<file path="src/rtl/booth_pkg.sv">
// Shared definitions for the radix-2 Booth multiplier: sequencer states,
// Booth decision codes and the control-word decode used by booth_ctrl.
package booth_pkg;

  localparam int N_DEFAULT = 8;

  localparam logic [1:0] BOOTH_ADD = 2'b01;
  localparam logic [1:0] BOOTH_SUB = 2'b10;

  typedef enum logic [3:0] {
    IDLE   = 4'd0,
    LOAD_M = 4'd1,
    LOAD_Q = 4'd2,
    INIT   = 4'd3,
    CHECK  = 4'd4,
    ADD    = 4'd5,
    SUB    = 4'd6,
    SHIFT  = 4'd7,
    OUT_A  = 4'd8,
    OUT_Q  = 4'd9,
    DONE   = 4'd10
  } state_e;

  typedef struct packed {
    logic       busy;
    logic       done;
    logic [7:0] c;
  } ctrl_t;

  // Strobe pattern owned by each state; at most one c bit is ever set.
  function automatic ctrl_t decode_state(input state_e s);
    ctrl_t v;
    v      = '{busy: 1'b1, done: 1'b0, c: 8'h00};
    case (s)
      IDLE:    v.busy = 1'b0;
      LOAD_M:  v.c    = 8'h01;
      LOAD_Q:  v.c    = 8'h02;
      INIT:    v.c    = 8'h04;
      CHECK:   v.c    = 8'h00;
      ADD:     v.c    = 8'h08;
      SHIFT:   v.c    = 8'h10;
      SUB:     v.c    = 8'h20;
      OUT_A:   v.c    = 8'h40;
      OUT_Q:   v.c    = 8'h80;
      DONE:    v.done = 1'b1;
      default: v      = '{busy: 1'b0, done: 1'b0, c: 8'h00};
    endcase
    return v;
  endfunction

endpackage

</file>
<file path="src/rtl/booth_ctrl.sv">
// Radix-2 Booth sequencer: walks LOAD/INIT, then N CHECK/(ADD|SUB)/SHIFT
// iterations, then unloads A and Q and pulses done.
module booth_ctrl
  import booth_pkg::*;
#(
  parameter int N  = N_DEFAULT,
  parameter int CW = 3
) (
  input  logic clk,
  input  logic rst,
  input  logic start,
  input  logic q0,
  input  logic q_lsb,
  output logic busy,
  output logic done,
  output logic c0,
  output logic c1,
  output logic c2,
  output logic c3,
  output logic c4,
  output logic c5,
  output logic c6,
  output logic c7
);

  localparam logic [CW-1:0] LAST_ITER = CW'(N - 1);

  state_e        state_q, state_d;
  logic [CW-1:0] count_q, count_d;
  ctrl_t         ctrl_q;

  // Next-state and iteration-count logic; q0/q_lsb only matter in CHECK.
  always_comb begin
    state_d = state_q;
    count_d = count_q;
    case (state_q)
      IDLE: begin
        if (start) state_d = LOAD_M;
        else       state_d = IDLE;
      end
      LOAD_M: state_d = LOAD_Q;
      LOAD_Q: state_d = INIT;
      INIT: begin
        state_d = CHECK;
        count_d = {CW{1'b0}};
      end
      CHECK: begin
        case ({q0, q_lsb})
          BOOTH_ADD: state_d = ADD;
          BOOTH_SUB: state_d = SUB;
          default:   state_d = SHIFT;
        endcase
      end
      ADD:   state_d = SHIFT;
      SUB:   state_d = SHIFT;
      SHIFT: begin
        if (count_q == LAST_ITER) begin
          state_d = OUT_A;
        end else begin
          state_d = CHECK;
          count_d = count_q + CW'(1);
        end
      end
      OUT_A:   state_d = OUT_Q;
      OUT_Q:   state_d = DONE;
      DONE:    state_d = IDLE;
      default: state_d = IDLE;
    endcase
  end

  // Control word is registered from the next state, so it always equals
  // the decode of the current state with no input-to-output path.
  always_ff @(posedge clk) begin
    if (rst) begin
      state_q <= IDLE;
      count_q <= {CW{1'b0}};
      ctrl_q  <= '{busy: 1'b0, done: 1'b0, c: 8'h00};
    end else begin
      state_q <= state_d;
      count_q <= count_d;
      ctrl_q  <= decode_state(state_d);
    end
  end

  assign busy = ctrl_q.busy;
  assign done = ctrl_q.done;
  assign c0   = ctrl_q.c[0];
  assign c1   = ctrl_q.c[1];
  assign c2   = ctrl_q.c[2];
  assign c3   = ctrl_q.c[3];
  assign c4   = ctrl_q.c[4];
  assign c5   = ctrl_q.c[5];
  assign c6   = ctrl_q.c[6];
  assign c7   = ctrl_q.c[7];

endmodule

</file>
<file path="config.mk">
export PLATFORM = sky130hd
export DESIGN_NAME = booth_ctrl
export DESIGN_NICKNAME = d
export VERILOG_FILES = /design/src/rtl/booth_pkg.sv /design/src/rtl/booth_ctrl.sv
export SDC_FILE = /design/constraint.sdc
export NUM_CORES = 1
export LEC_CHECK = 0
export ABC_AREA = 1
export BUFFER_PORTS_ARGS = -buffer_cell sky130_fd_sc_hd__buf_2
export CORE_UTILIZATION = 30
export CTS_CLUSTER_SIZE = 10
export DETAILED_ROUTE_END_ITERATION = 7
export HOLD_SLACK_MARGIN = 0.15
export PLACE_DENSITY_LB_ADDON = 0.05
export SLEW_MARGIN = 0
export SYNTH_ARGS = -nofsm -noshare
export SYNTH_HDL_FRONTEND = slang
export SYNTH_SLANG_ARGS = --single-unit
</file>
<file path="constraint.sdc">
create_clock -name clk -period 1.54 [get_ports clk]
set_clock_uncertainty 0.1 [all_clocks]
set_input_delay 0.462 -clock clk [delete_from_list [all_inputs] [get_ports clk]]
set_output_delay 0.462 -clock clk [all_outputs]
set_load 0.05 [all_outputs]
</file>
Word-level counts from Yosys, hierarchy flattened

Index checks and enable logic that the tools add are counted.

Add/subtract/negate cells: 1
Mux-type cells: 9
Reductions and logical operators: 5
Equality and inequality tests: 23

Operators with widths:

| operator                                            | number |
|---|---|
| one-hot mux 8 bit (8 select lines)                  | 1 |
| one-hot mux 4 bit (9 select lines)                  | 1 |
| equality test 4 x 3 -> 1 bit, second input constant | 8 |
| equality test 4 bit, second input constant          | 5 |
| equality test 4 x 2 -> 1 bit, second input constant | 4 |
| OR reduction 10 bit                                 | 1 |
| equality test 4 x 1 -> 1 bit, second input constant | 2 |
| one-hot mux 3 bit (2 select lines)                  | 1 |
| zero test 4 bit                                     | 1 |
| 2-to-1 mux 4 bit                                    | 1 |
| one-hot mux 2 bit (2 select lines)                  | 1 |
| adder 3 x 1 -> 3 bit, second input constant         | 1 |
| equality test 3 bit, second input constant          | 1 |
| 2-to-1 mux 1 bit                                    | 3 |
| 2-to-1 mux 3 bit                                    | 1 |
| equality test 2 x 1 -> 1 bit, second input constant | 1 |
| equality test 2 bit, second input constant          | 1 |
| inequality test 2 bit, second input constant        | 1 |
| AND reduction 2 bit                                 | 1 |
| nonzero test 2 bit                                  | 1 |
| OR reduction 2 bit                                  | 1 |

Bits in registers: 17
Logic and storage cells: 43

Depth between registers and ports, before layout

Depth after elaboration: 6
Mapped depth: 8

Worst setup path after synthesis

OpenSTA, ideal clock, no wires.

Path kind: register to register
From: register count_q[0]
To: register count_q[0]
Arrival time: 1.120 ns
Required time: 1.324 ns
Path buffers: 0
Setup slack: 0.203 ns
Stages on the path, launching flop included: 8
Cell sequence: dfxtp_1 ha_1 ha_1 nand2_1 nand3_2 inv_1 o21ai_0 o211a_1

Word-level cells in the longest chain between the ends: 3
Elaborated cells on any way between the ends: 6

Ends and longest elaborated chain:

| what                                                                      | RTL line                           | RTL |
|---|---|---|
| start, declared                                                           | booth_ctrl.sv:29                   | `logic [CW-1:0] count_q, count_d;` |
| start signal, assigned                                                    | booth_ctrl.sv:76                   | `count_q <= {CW{1'b0}};` |
| start signal, assigned                                                    | booth_ctrl.sv:80                   | `count_q <= count_d;` |
| adder 3 x 1 -> 3 bit or equality test 3 bit (tied branches)               | booth_ctrl.sv:61, booth_ctrl.sv:57 |  |
| 2-to-1 mux 3 bit or inequality test 2 bit (tied branches)                 | n/a                                |  |
| one-hot mux 3 bit (2 select lines) or AND reduction 2 bit (tied branches) | n/a                                |  |

Parallel ways exist; a longest one is shown, timed or not. The select of a mux whose other input is x is not followed.
A chain may end at the register's enable or synchronous reset.

Worst setup path after layout

Same ends and word-level chain as after synthesis.

==> key figures <==
Routing
  • Vias/cell: 4.17
  • Final antenna-violating net count: 0
  • WL/cell: 9.40 um
  • Final wirelength: 1230 um
  • Starting DRT DRC Count: 2
  • Drt pass-1 iters: 4
  • DR vias: 546
  • Residual DRC: 0

Worst setup path
  • Crit-path most repeated cell: ha_1
  • Worst setup EP type: register
  • Delay of the slowest cell on the worst path: 0.33 ns
  • CP required: 1.62 ns
  • Critical-path cell with the highest stage delay: dfxtp_1
  • CP Class: register to register
  • CP top delay family: adder cells
  • WP buf/inv: 1
  • Critical path data arrival time: 1.50 ns
  • Crit-path max FO: 4
  • CP Launch Type: register
  • Critical-path cell list: ha_1, ha_1, nand2_1, nand3_2, inv_1, o21ai_0, o211a_1

Yosys
  • Synth Warn #: 0
  • Post-synth EDFFs: 0
  • Asr flop ratio synth: 0%
  • Cells after Synth: 86
  • Share of the synthesized area in the top cell type: 50.2%
  • Seq/Total Area, Yosys: 50.2%
  • Synthesized flop and latch total: 17
  • Syn avg cell area: 7.89 sq um
  • Cell Area, Synth: 678 sq um
  • Synth Flop Type: dfxtp_1
  • Top post-synthesis cells by area: dfxtp_1, nor2_1, nand2_2
  • Yosys cell types: 15
  • Synth top cells by count: dfxtp_1, nor2_1, nand2_1
  • Syn_nets: 93
  • Most frequent cell after synthesis: dfxtp_1
  • Synth area leader: dfxtp_1

Clock tree
  • Latest clock arrival within the worst-skew pair: 0.28 ns
  • Clock sinks: 17
  • Clk buf depth: 2
  • H-tree depth reported by CTS: 1
  • Post-cts sizing count: 0
  • CTS root buffer: clkbuf_4
  • Clock transition at the registers of the reported paths: 0.10 ns
  • # hold bufs at CTS: 0
  • Number of buffers created by CTS: 3
  • Postcts setup bufs: 0
  • TritonCTS clock tree: done

Placed design
  • Place WS: 0.124 ns
  • Port Buffer Count: 14
  • Post-DP HPWL: 955 um
  • GP Congestion: 0.717
  • Cell Area, Placed: 782 sq um

Outcome
  • Status: finished clean

Timing
  • Max frequency: 704 MHz
  • Final Setup Violations: 0
  • Min Clock Period, post-route: 1.42 ns
  • Slew HR: 84.1%
  • Final Cycle Share: 92.2%
  • PnR worst setup slack: 0.120 ns
  • Max Transition Viols Final: 0
  • Worst-margin pin slew: 0.238 ns
  • Final Hold Vio Count: 0
  • Setup TNS: 0 ns
  • RSZ-0062 raised after global routing: no

Finish
  • Number of diodes: 0
  • Share of layout cells above drive strength 1: 31.7%
  • Final net count: 112
  • Layout area overhead: 19.4%
  • Final Cell Area: 810 sq um

Floorplanning
  • Core area: 2040 sq um
  • Cell Rows: 16
  • Die width: 49.5 um
  • Die Ht: 49.5 um
  • Die area: 2450 sq um
  • Starting Density: 33.2%
  • I/O pin cnt: 15

Global routing
  • Largest net degree at the start of global routing: 11
  • First-pass GRT wire length: 2260 um
  • Total GRT Usage: 12.3%
  • Gr ovfl total: 0
  • Initial antenna violation count: 0
  • Vias in the first global route: 542

Power and ir drop
  • Max VDD drop: 0.736 mV
  • Cell area power density: 1150 nW/um^2
  • Power Total: 0.000929 W
  • Static leakage: 0.412 nW

Min path
  • Worst hold path type: input pin to register

Run
  • # Max-Cap Violations: 0
[flip-flops by register name, indices dropped and copies added (netlist names)]
signal   cells
c6           1
c1           1
c4           1
c3           1
busy         1
count_q      3
c7           1
c2           1
state_q      4
c5           1
c0           1
done         1
[area by class of cell]
| type | instances | area (sq um) |
|---|---|---|
| Sequential cell | 17 | 340 |
| Clock buffer | 3 | 22.5 |
| Tap cell | 27 | 33.8 |
| Timing Repair Buffer | 14 | 70.1 |
| Clock inverter | 1 | 5.00 |
| Inverter | 13 | 50.0 |
| Fill cell | 235 | 1230 |
| Multi-Input combinational cell | 56 | 288 |
[cells by family after synthesis]
| logic type | Yosys count | share of synthesized area [%] |
|---|---|---|
| AO/OA/AOI/OAI | 8 | 7.01 |
| adder cells (fa/ha/maj) | 2 | 3.69 |
| buffers and inverters | 13 | 7.38 |
| flip-flops | 17 | 50.2 |
| AND/OR/NAND/NOR | 46 | 31.7 |
[per-layer routing]
metal | wire length [um] | track usage, % | vias up
li1 | - | - | 298
met1 | 609 | 14.6 | 239
met2 | 568 | 20.3 | 9
met3 | 53 | 6.48 | 0
met4 | 0 | 1.43 | 0
met5 | 0 | 0 | -
[where the power goes]
group / total (W) / internal (W) / switching, W / leakage, nW
Clock: 0.000228 / 0.0000964 / 0.000131 / 0.0177
Sequential: 0.000488 / 0.000468 / 0.0000201 / 0.138
Combinational: 0.000214 / 0.0000593 / 0.000154 / 0.256
[final timing paths]
| kind | start | to | slack (ns) | depth (start not counted) |
|---|---|---|---|---|
| min | rst | state_q[0]$_SDFF_PP0_ | 0.33 | 2 |
| max | count_q[0]$_SDFFE_PP0P_ | count_q[0]$_SDFFE_PP0P_ | 0.12 | 7 |
| min reg2reg | count_q[2]$_SDFFE_PP0P_ | count_q[2]$_SDFFE_PP0P_ | 0.39 | 2 |
| max reg2reg | count_q[0]$_SDFFE_PP0P_ | count_q[0]$_SDFFE_PP0P_ | 0.12 | 7 |
[through the flow]
step / hold WS, ns / utilization [%] / cells
after floorplan: 0.343 / - / 86
final: 0.327 / 39.6 / 131
after CTS: 0.311 / 39.6 / 131
after global placement: 0.383 / 38.3 / 127
after global routing: 0.309 / 39.6 / 131
after detailed placement: 0.372 / 38.3 / 127
[placed cells by master, fill, tap and decap left out]
master,n
nor2_1,16
inv_2,1
o21bai_1,1
o21ai_0,2
ha_1,2
inv_1,11
clkinv_2,2
o211a_1,1
nand3_2,1
nand2_1,12
nand2_2,9
buf_2,14
a21oi_1,4
nor2_2,3
nand3_1,5
dfxtp_1,17
clkbuf_4,3
Note: power is estimated with default switching activity, not from simulation.
